File: src/rtl/cod8x3_seq.sv
// cod8x3_seq: sequential 8-to-3 encoder, emits the index of every set bit of a captured vector, one per handshake beat
// Ports:
//   clk, rst        rising-edge clock, synchronous active-high reset
//   habilita        enable; low blocks capture and aborts a scan in progress
//   in_valid, in    offered 8-bit vector; in_ready says it can be taken this cycle
//   out, out_valid  3-bit index of the selected set bit and its qualifier
//   out_ready       consumer accepts the current code
//   ultimo          current beat is the last for the captured vector
//   vazio           captured vector was all zeros (single beat with out=0)
// MSB_PRIMEIRO: 0 = lowest set bit first, 1 = highest set bit first
module cod8x3_seq #(
    parameter int MSB_PRIMEIRO = 0
) (
    input  logic       clk,
    input  logic       rst,
    input  logic       habilita,
    input  logic       in_valid,
    input  logic [7:0] in,
    output logic       in_ready,
    output logic [2:0] out,
    output logic       out_valid,
    input  logic       out_ready,
    output logic       ultimo,
    output logic       vazio
);
    typedef enum logic {OCIOSO, VARRE} estado_t;
    estado_t estado, estado_nx;
    logic [7:0] pendente, pendente_nx;
    // Later matches overwrite earlier ones, so the scan runs toward the preferred end.
    function automatic logic [2:0] seleciona(input logic [7:0] v);
        logic [2:0] j;
        seleciona = 3'd0;
        for (int i = 0; i < 8; i++) begin
            j = 3'(MSB_PRIMEIRO != 0 ? i : 7 - i);
            if (v[j]) seleciona = j;
        end
    endfunction
    // out always holds the selected index while scanning, so it doubles as the bit to clear.
    always_comb begin
        estado_nx = estado;
        pendente_nx = pendente;
        if (estado == OCIOSO) begin
            if (habilita && in_ready && in_valid) begin
                estado_nx = VARRE;
                pendente_nx = in;
            end
        end else if (!habilita) begin
            estado_nx = OCIOSO;
            pendente_nx = 8'h00;
        end else if (out_valid && out_ready) begin
            pendente_nx = pendente & ~(8'd1 << out);
            estado_nx = ultimo ? OCIOSO : VARRE;
        end
    end
    // Outputs are computed from the next state so they stay registered yet line up with it.
    always_ff @(posedge clk) begin
        if (rst) begin
            estado <= OCIOSO;
            pendente <= 8'h00;
            out <= 3'd0;
            out_valid <= 1'b0;
            ultimo <= 1'b0;
            vazio <= 1'b0;
            in_ready <= 1'b0;
        end else begin
            estado <= estado_nx;
            pendente <= pendente_nx;
            out_valid <= estado_nx == VARRE;
            out <= estado_nx == VARRE ? seleciona(pendente_nx) : 3'd0;
            ultimo <= estado_nx == VARRE && $countones(pendente_nx) <= 1;
            vazio <= estado_nx == VARRE && pendente_nx == 8'h00;
            in_ready <= estado_nx == OCIOSO && habilita;
        end
    end
endmodule

File: config.mk
export PLATFORM = sky130hd
export DESIGN_NAME = cod8x3_seq
export DESIGN_NICKNAME = d
export VERILOG_FILES = /design/src/rtl/cod8x3_seq.sv
export SDC_FILE = /design/constraint.sdc
export NUM_CORES = 1
export LEC_CHECK = 0
export CAP_MARGIN = 20
export CORE_MARGIN = 5
export CORE_UTILIZATION = 40
export DETAILED_ROUTE_END_ITERATION = 8
export PLACE_DENSITY = 0.73
export SYNTH_ARGS = -nofsm -noshare
export SYNTH_HDL_FRONTEND = slang
export SYNTH_SLANG_ARGS = --single-unit
File: constraint.sdc
create_clock -name clk -period 10.6 [get_ports clk]
set_input_delay 2.65 -clock clk [delete_from_list [all_inputs] [get_ports clk]]
set_output_delay 2.65 -clock clk [all_outputs]
set_load 0.03 [all_outputs]
==> results of run 1 <==
worst max-delay path: stages:
cell and delay [ns]:
clkdlybuf4s50_1 0.67, nand4b_4 0.28, mux2i_1 0.23, nor2_1 0.32
fa_1 0.48, inv_1 0.07, fa_1 0.43, fa_1 0.49
inv_1 0.04, ha_1 0.20, fa_1 0.38, nand3_1 0.09
o21ai_0 0.07, and3b_1 0.18
per-layer routing:
layer | up-vias | global-route usage | wire, µm
met5 | - | 0 | 0
met4 | 0 | 0.07443 | 31
li1 | 396 | - | -
met3 | 4 | 0.02851 | 111
met1 | 380 | 0.1432 | 864
met2 | 24 | 0.2224 | 994
through the flow:
step | setup WS (ns) | instances | cell area (µm²) | total power (µW)
detailed placement | 3.857 | 145 | 1134 | 82.17
floorplan | 4.708 | 102 | 953.4 | 74.29
global placement | 3.969 | 145 | 1134 | 81.44
finish | 4.181 | 149 | 1161 | 112.2
CTS | 4.163 | 149 | 1161 | 114.0
global route | 3.948 | 149 | 1161 | 118.5
final timing paths:
| path | start | endpoint | slack [ns] | cells after the start |
|---|---|---|---|---|
| hold reg to reg | ultimo$_SDFF_PP0_ | in_ready$_SDFF_PP0_ | 0.54 | 2 |
| setup reg to reg | estado$_SDFF_PP0_ | ultimo$_SDFF_PP0_ | 6.62 | 13 |
| setup / recovery | habilita | ultimo$_SDFF_PP0_ | 4.18 | 14 |
| hold / removal | ultimo$_SDFF_PP0_ | in_ready$_SDFF_PP0_ | 0.54 | 2 |
cell type report:
class / instances / area (µm²)
clock buffers: 3 / 22.52
clock inverters: 1 / 5.005
fillers: 223 / 1094
inverters: 13 / 50.05
multi-input cells: 70 / 558.0
flip-flops and latches: 15 / 300.3
well taps: 28 / 35.03
repair buffers: 19 / 190.2
cell families (layout without fill, tap and decap cells):
group | Yosys count | after routing | share of synthesized area
buffers and inverters | 17 | 36 | 0.09973
and+or+nand+nor | 34 | 34 | 0.2218
adders and majority gates | 8 | 8 | 0.1365
DFF | 15 | 15 | 0.3150
muxes | 5 | 5 | 0.05774
AOI/OAI and AO/OA | 23 | 23 | 0.1693
flip-flops by register name, indices dropped and copies added (netlist names):
name	count
ultimo	1
out	3
pendente	8
in_ready	1
estado	1
vazio	1
where the power goes:
group	internal, µW	switching (µW)	leakage (µW)
registers	57.7	0.981	0.000122
clock network	14.0	17.4	0.0000177
logic	11.0	11.2	0.000388
layout by cell type, fill, tap and decap left out, types with 3 or more instances in the layout:
cell,instances
nand3_1,4
ha_1,4
fa_1,4
nand2_1,3
clkbuf_4,3
mux2i_1,4
nor2_1,13
o21ai_0,5
clkdlybuf4s50_1,19
a21oi_1,4
inv_1,12
nand2b_1,3
dfxtp_1,15
==> summary.md, run 1 <==
| Metric | Value |
|---|---|
| Sequential fraction of the synthesis area | 0.3150 |
| CTS tree | yes |
| Synth Net Count | 123 |
| Crit. End Element | flop |
| Die area | 0.003460 mm² |
| Synthesized area | 953.4 µm² |
| Routed Antenna Nets | 0 |
| Layout net count | 143 |
| Share of flip-flops with an asynchronous set or reset | 0 |
| Number of port buffers | 19 |
| Routed len/inst | 13.44 µm |
| Final core occ | 0.5150 |
| CTS resizes | 0 |
| RSZ-0062 raised after global routing | false |
| EDFF count, synth | 0 |
| # setup viols final | 0 |
| Top post-synthesis cells by area | dfxtp_1, fa_1, ha_1, nor2_1, buf_6 |
| Post-synth cell types | 34 |
| Global route overflow | 0 |
| Antenna violations before repair | 0 |
| Period utilisation layout | 0.6055 |
| Status | finished, final reports clean |
| Pin count of the biggest net entering global routing | 14 |
| Synthesis-stage register bit count | 15 |
| DR DRC count | 0 |
| First-pass GRT wire length | 3401 µm |
| Top post-synthesis cells by count | dfxtp_1, nor2_1, inv_1 |
| Arrival @ worst endpoint | 6.59 ns |
| Fin Hold WS | 0.5386 ns |
| Post-Syn Instances | 102 |
| Via/cell ratio | 5.396 |
| Cell taking the most area after synthesis | dfxtp_1 |
| WL final | 2002 µm |
| Pre-antenna DRT Iters | 4 |
| # clock sinks | 15 |
| Overall routing resource usage | 0.1286 |
| Die H | 58.82 µm |
| Max_slew headroom | 0.7175 |
| Post-CTS setup buffers | 0 |
| Syn Area/Cell | 9.347 µm² |
| Via count | 804 |
| TritonCTS Buffers | 3 |
| Core ar. | 0.002255 mm² |
| Yosys Warn Count | 0 |
| Hpwl dp | 1578 µm |
| Final Hold Vio Count | 0 |
| Crit Path Max Fanout | 11 |
| Root Buffer | clkbuf_4 |
| Latest clock arrival within the worst-skew pair | 0.28 ns |
| Tightest Pin Transition | 0.4231 ns |
| Skew final | 0.0005389 ns |
| Slew Limit Fails | 0 |
| GPL Wtd Cong | 0.7307 |
| Startpoint Class | input pin |
| H-Tree Depth | 1 |
| Type of the most critical hold path | reg -> reg |
| Hold-fix buffers at CTS | 0 |
| Vias in the first global route | 793 |
| Cell with the most instances after synthesis | dfxtp_1 |
| Max Fclk | 0.1558 GHz |
| Lkg Pwr | 0.0005271 µW |
| Clock Tree Buf Depth | 2 |
| Max-cap viol count | 0 |
| DR iter-0 viols | 20 |
| Ys flop type | dfxtp_1 |
| Antenna cells | 0 |
| Area share of the largest cell type after synthesis | 0.3150 |
| Layout area overhead | 21.78% |
| Clk slew on worst S/H paths | 0.08 ns |
| Ratio of cells with drive above 1 in the final layout | 0.1074 |
| Pwr/cell area | 96.67 mW/mm² |
| VDD IR max | 0.00004192 V |
| Setup TNS | 0 ns |
| Final min period | 6.419 ns |
| Top Ports | 20 |
| Rows | 17 |
| Die W | 58.82 µm |
| Crit Path Class | in -> reg |
| Initial Utilization | 0.4229 |
| Data required time of the critical path | 10.78 ns |
Note: power is estimated with default switching activity, not from simulation.
==> run 2: changes to the inputs <==
--- a/config.mk
+++ b/config.mk
@@ -9,7 +9,7 @@
 export CORE_MARGIN = 5
 export CORE_UTILIZATION = 40
 export DETAILED_ROUTE_END_ITERATION = 8
-export PLACE_DENSITY = 0.73
+export PLACE_DENSITY = 0.76
 export SYNTH_ARGS = -nofsm -noshare
 export SYNTH_HDL_FRONTEND = slang
 export SYNTH_SLANG_ARGS = --single-unit
==> constraint.sdc (replaced) <==
create_clock -name clk -period 5.38 [get_ports clk]
set_input_delay 1.345 -clock clk [delete_from_list [all_inputs] [get_ports clk]]
set_output_delay 1.345 -clock clk [all_outputs]
set_load 0.03 [all_outputs]
==> run 2 against run 1 <==
Compared with the run above: hold slack lost 0.0066 ns; register-to-register slack lost 5.2 ns; power grew 100%; clock skew grew 0.0015 ns; critical path depth is the same; count of clock-buffer cells in the layout grew 1; worst setup slack lost 3.8 ns; critical endpoint unchanged; highest routed layer unchanged.
==> summary.md, run 2 (synthesized netlist as in run 1, its figures left out) <==
| Metric | Value |
|---|---|
| Status | finished, final reports clean (unchanged) |
| CTS tree | yes (unchanged) |
| Via/cell ratio | 5.273 (was 5.396) |
| Commonest non-fill, non-tap cell in the layout | clkdlybuf4s50_1 (unchanged) |
| Crit Path Max Fanout | 11 (unchanged) |
| TritonCTS Buffers | 3 (unchanged) |
| Global route overflow | 0 (unchanged) |
| Filler cell count | 206 (was 223) |
| Hpwl dp | 1670 µm (was 1578 µm) |
| Area occupied by multi-input gates | 558.0 µm² (unchanged) |
| Clock Tree Buf Depth | 2 (unchanged) |
| Startpoint Class | input pin (unchanged) |
| Type of the most critical hold path | reg -> reg (unchanged) |
| Final Hold Vio Count | 0 (unchanged) |
| Total Power | 224.0 µW (was 112.2 µW) |
| Vias in the first global route | 814 (was 793) |
| Number of port buffers | 19 (unchanged) |
| Root Buffer | clkbuf_4 (unchanged) |
| Arrival @ worst endpoint | 5.16 ns (was 6.59 ns) |
| Period utilisation layout | 0.9240 |
| CTS resizes | 0 (unchanged) |
| Layout area overhead | 22.44% (was 21.78%) |
| GPL Wtd Cong | 0.7535 (was 0.7307) |
| Data required time of the critical path | 5.56 ns (was 10.78 ns) |
| Slew Limit Fails | 0 (unchanged) |
| Lkg Pwr | 0.0005291 µW (was 0.0005271 µW) |
| Via count | 791 (was 804) |
| Max-cap viol count | 0 (unchanged) |
| # clock sinks | 15 (unchanged) |
| DR DRC count | 0 (unchanged) |
| Top Ports | 20 (unchanged) |
| RSZ-0062 raised after global routing | false (unchanged) |
| Largest register by flop count | pendente (unchanged) |
| Most frequent cells in the layout | clkdlybuf4s50_1, dfxtp_1, nor2_1 (unchanged) |
| Hold-fix buffers at CTS | 0 (unchanged) |
| Routed Antenna Nets | 0 (unchanged) |
| Routed len/inst | 13.81 µm (was 13.44 µm) |
| Antenna violations before repair | 0 (unchanged) |
| Tightest Pin Transition | 0.4184 ns (was 0.4231 ns) |
| Max Fclk | 0.2012 GHz |
| Setup TNS | 0 ns (unchanged) |
| Overall routing resource usage | 0.1358 (was 0.1286) |
| Initial Utilization | 0.4229 (unchanged) |
| Largest registers | pendente x8, out x3 (unchanged) |
| Latest clock arrival within the worst-skew pair | 0.28 ns (about the same) |
| Clk slew on worst S/H paths | 0.08 ns (about the same) |
| DR iter-0 viols | 13 (was 20) |
| Pre-antenna DRT Iters | 4 (unchanged) |
| H-Tree Depth | 1 (unchanged) |
| Register area | 300.3 µm² (unchanged) |
| Pin count of the biggest net entering global routing | 14 (unchanged) |
| VDD IR max | 0.0001004 V (was 0.00004192 V) |
| Ratio of cells with drive above 1 in the final layout | 0.1066 (was 0.1074) |
| Rows | 17 (unchanged) |
| Pwr/cell area | 191.8 mW/mm² (was 96.67 mW/mm²) |
| Crit Path Class | in -> reg (unchanged) |
| First-pass GRT wire length | 3643 µm (was 3401 µm) |
| Post-CTS setup buffers | 0 (unchanged) |
| Core ar. | 0.002255 mm² (unchanged) |
| Antenna cells | 0 (unchanged) |
| Die W | 58.82 µm (unchanged) |
| Die H | 58.82 µm (unchanged) |
| Largest register FFs | 8 (unchanged) |
| WL final | 2072 µm (was 2002 µm) |
| # setup viols final | 0 (unchanged) |
| Die area | 0.003460 mm² (unchanged) |
| Skew final | 0.002073 ns (was 0.0005389 ns) |
| Layout net count | 144 (was 143) |
| Crit. End Element | flop (unchanged) |
| Final min period | 4.971 ns |
| Max_slew headroom | 0.7207 (was 0.7175) |
[run 2: routing by layer]
layer  vias up  part of all wire  wire length (µm)  GRT usage
met5         -                 0                 0          0
met4         0             0.024                49    0.07767
met3         5             0.033                69    0.01096
met2        15              0.52              1074     0.2413
met1       373              0.42               879     0.1578
li1        398                 -                 -          -
[run 2: cell type report]
cell class,count,share of cell area
inverters,13,0.04287
clock buffers,4,0.02251
repair buffers,20,0.1693
flip-flops and latches,15,0.2572
multi-input cells,70,0.4780
well taps,28,0.03001
[run 2: per-stage QoR]
step           std cells  area [µm²]  hold WS (ns)    util  setup WS, ns
5_1_grt              150        1167        0.5676  0.5178        0.2521
3_3_place_gp         146        1141        0.5267  0.5061        0.2241
3_5_place_dp         146        1141        0.5239  0.5061        0.1151
4_1_cts              150        1167        0.5372  0.5178        0.4029
2_1_floorplan        102       953.4        0.5262       -        0.7931
6_report             150        1167        0.5320  0.5178        0.4090
[run 2: critical path, stage by stage]
cell and delay [ns]:
clkdlybuf4s50_1 0.53, nand4b_4 0.23, mux2i_1 0.22, nor2_1 0.34
fa_1 0.48, inv_1 0.08, fa_1 0.43, fa_1 0.49
inv_1 0.04, ha_1 0.19, fa_1 0.40, nand3_1 0.10
o21ai_0 0.08, and3b_1 0.18
[run 2: final timing paths]
check,slack [ns],end,depth (start not counted),from
max,0.41,ultimo$_SDFF_PP0_,14,habilita
min,0.53,in_ready$_SDFF_PP0_,2,ultimo$_SDFF_PP0_
max reg2reg,1.38,ultimo$_SDFF_PP0_,13,estado$_SDFF_PP0_
min reg2reg,0.53,in_ready$_SDFF_PP0_,2,ultimo$_SDFF_PP0_
[run 2: power by group]
group          internal, µW  switching [µW]
Clock                  28.8            34.9
Combinational          22.2            22.5
Sequential              114            1.98
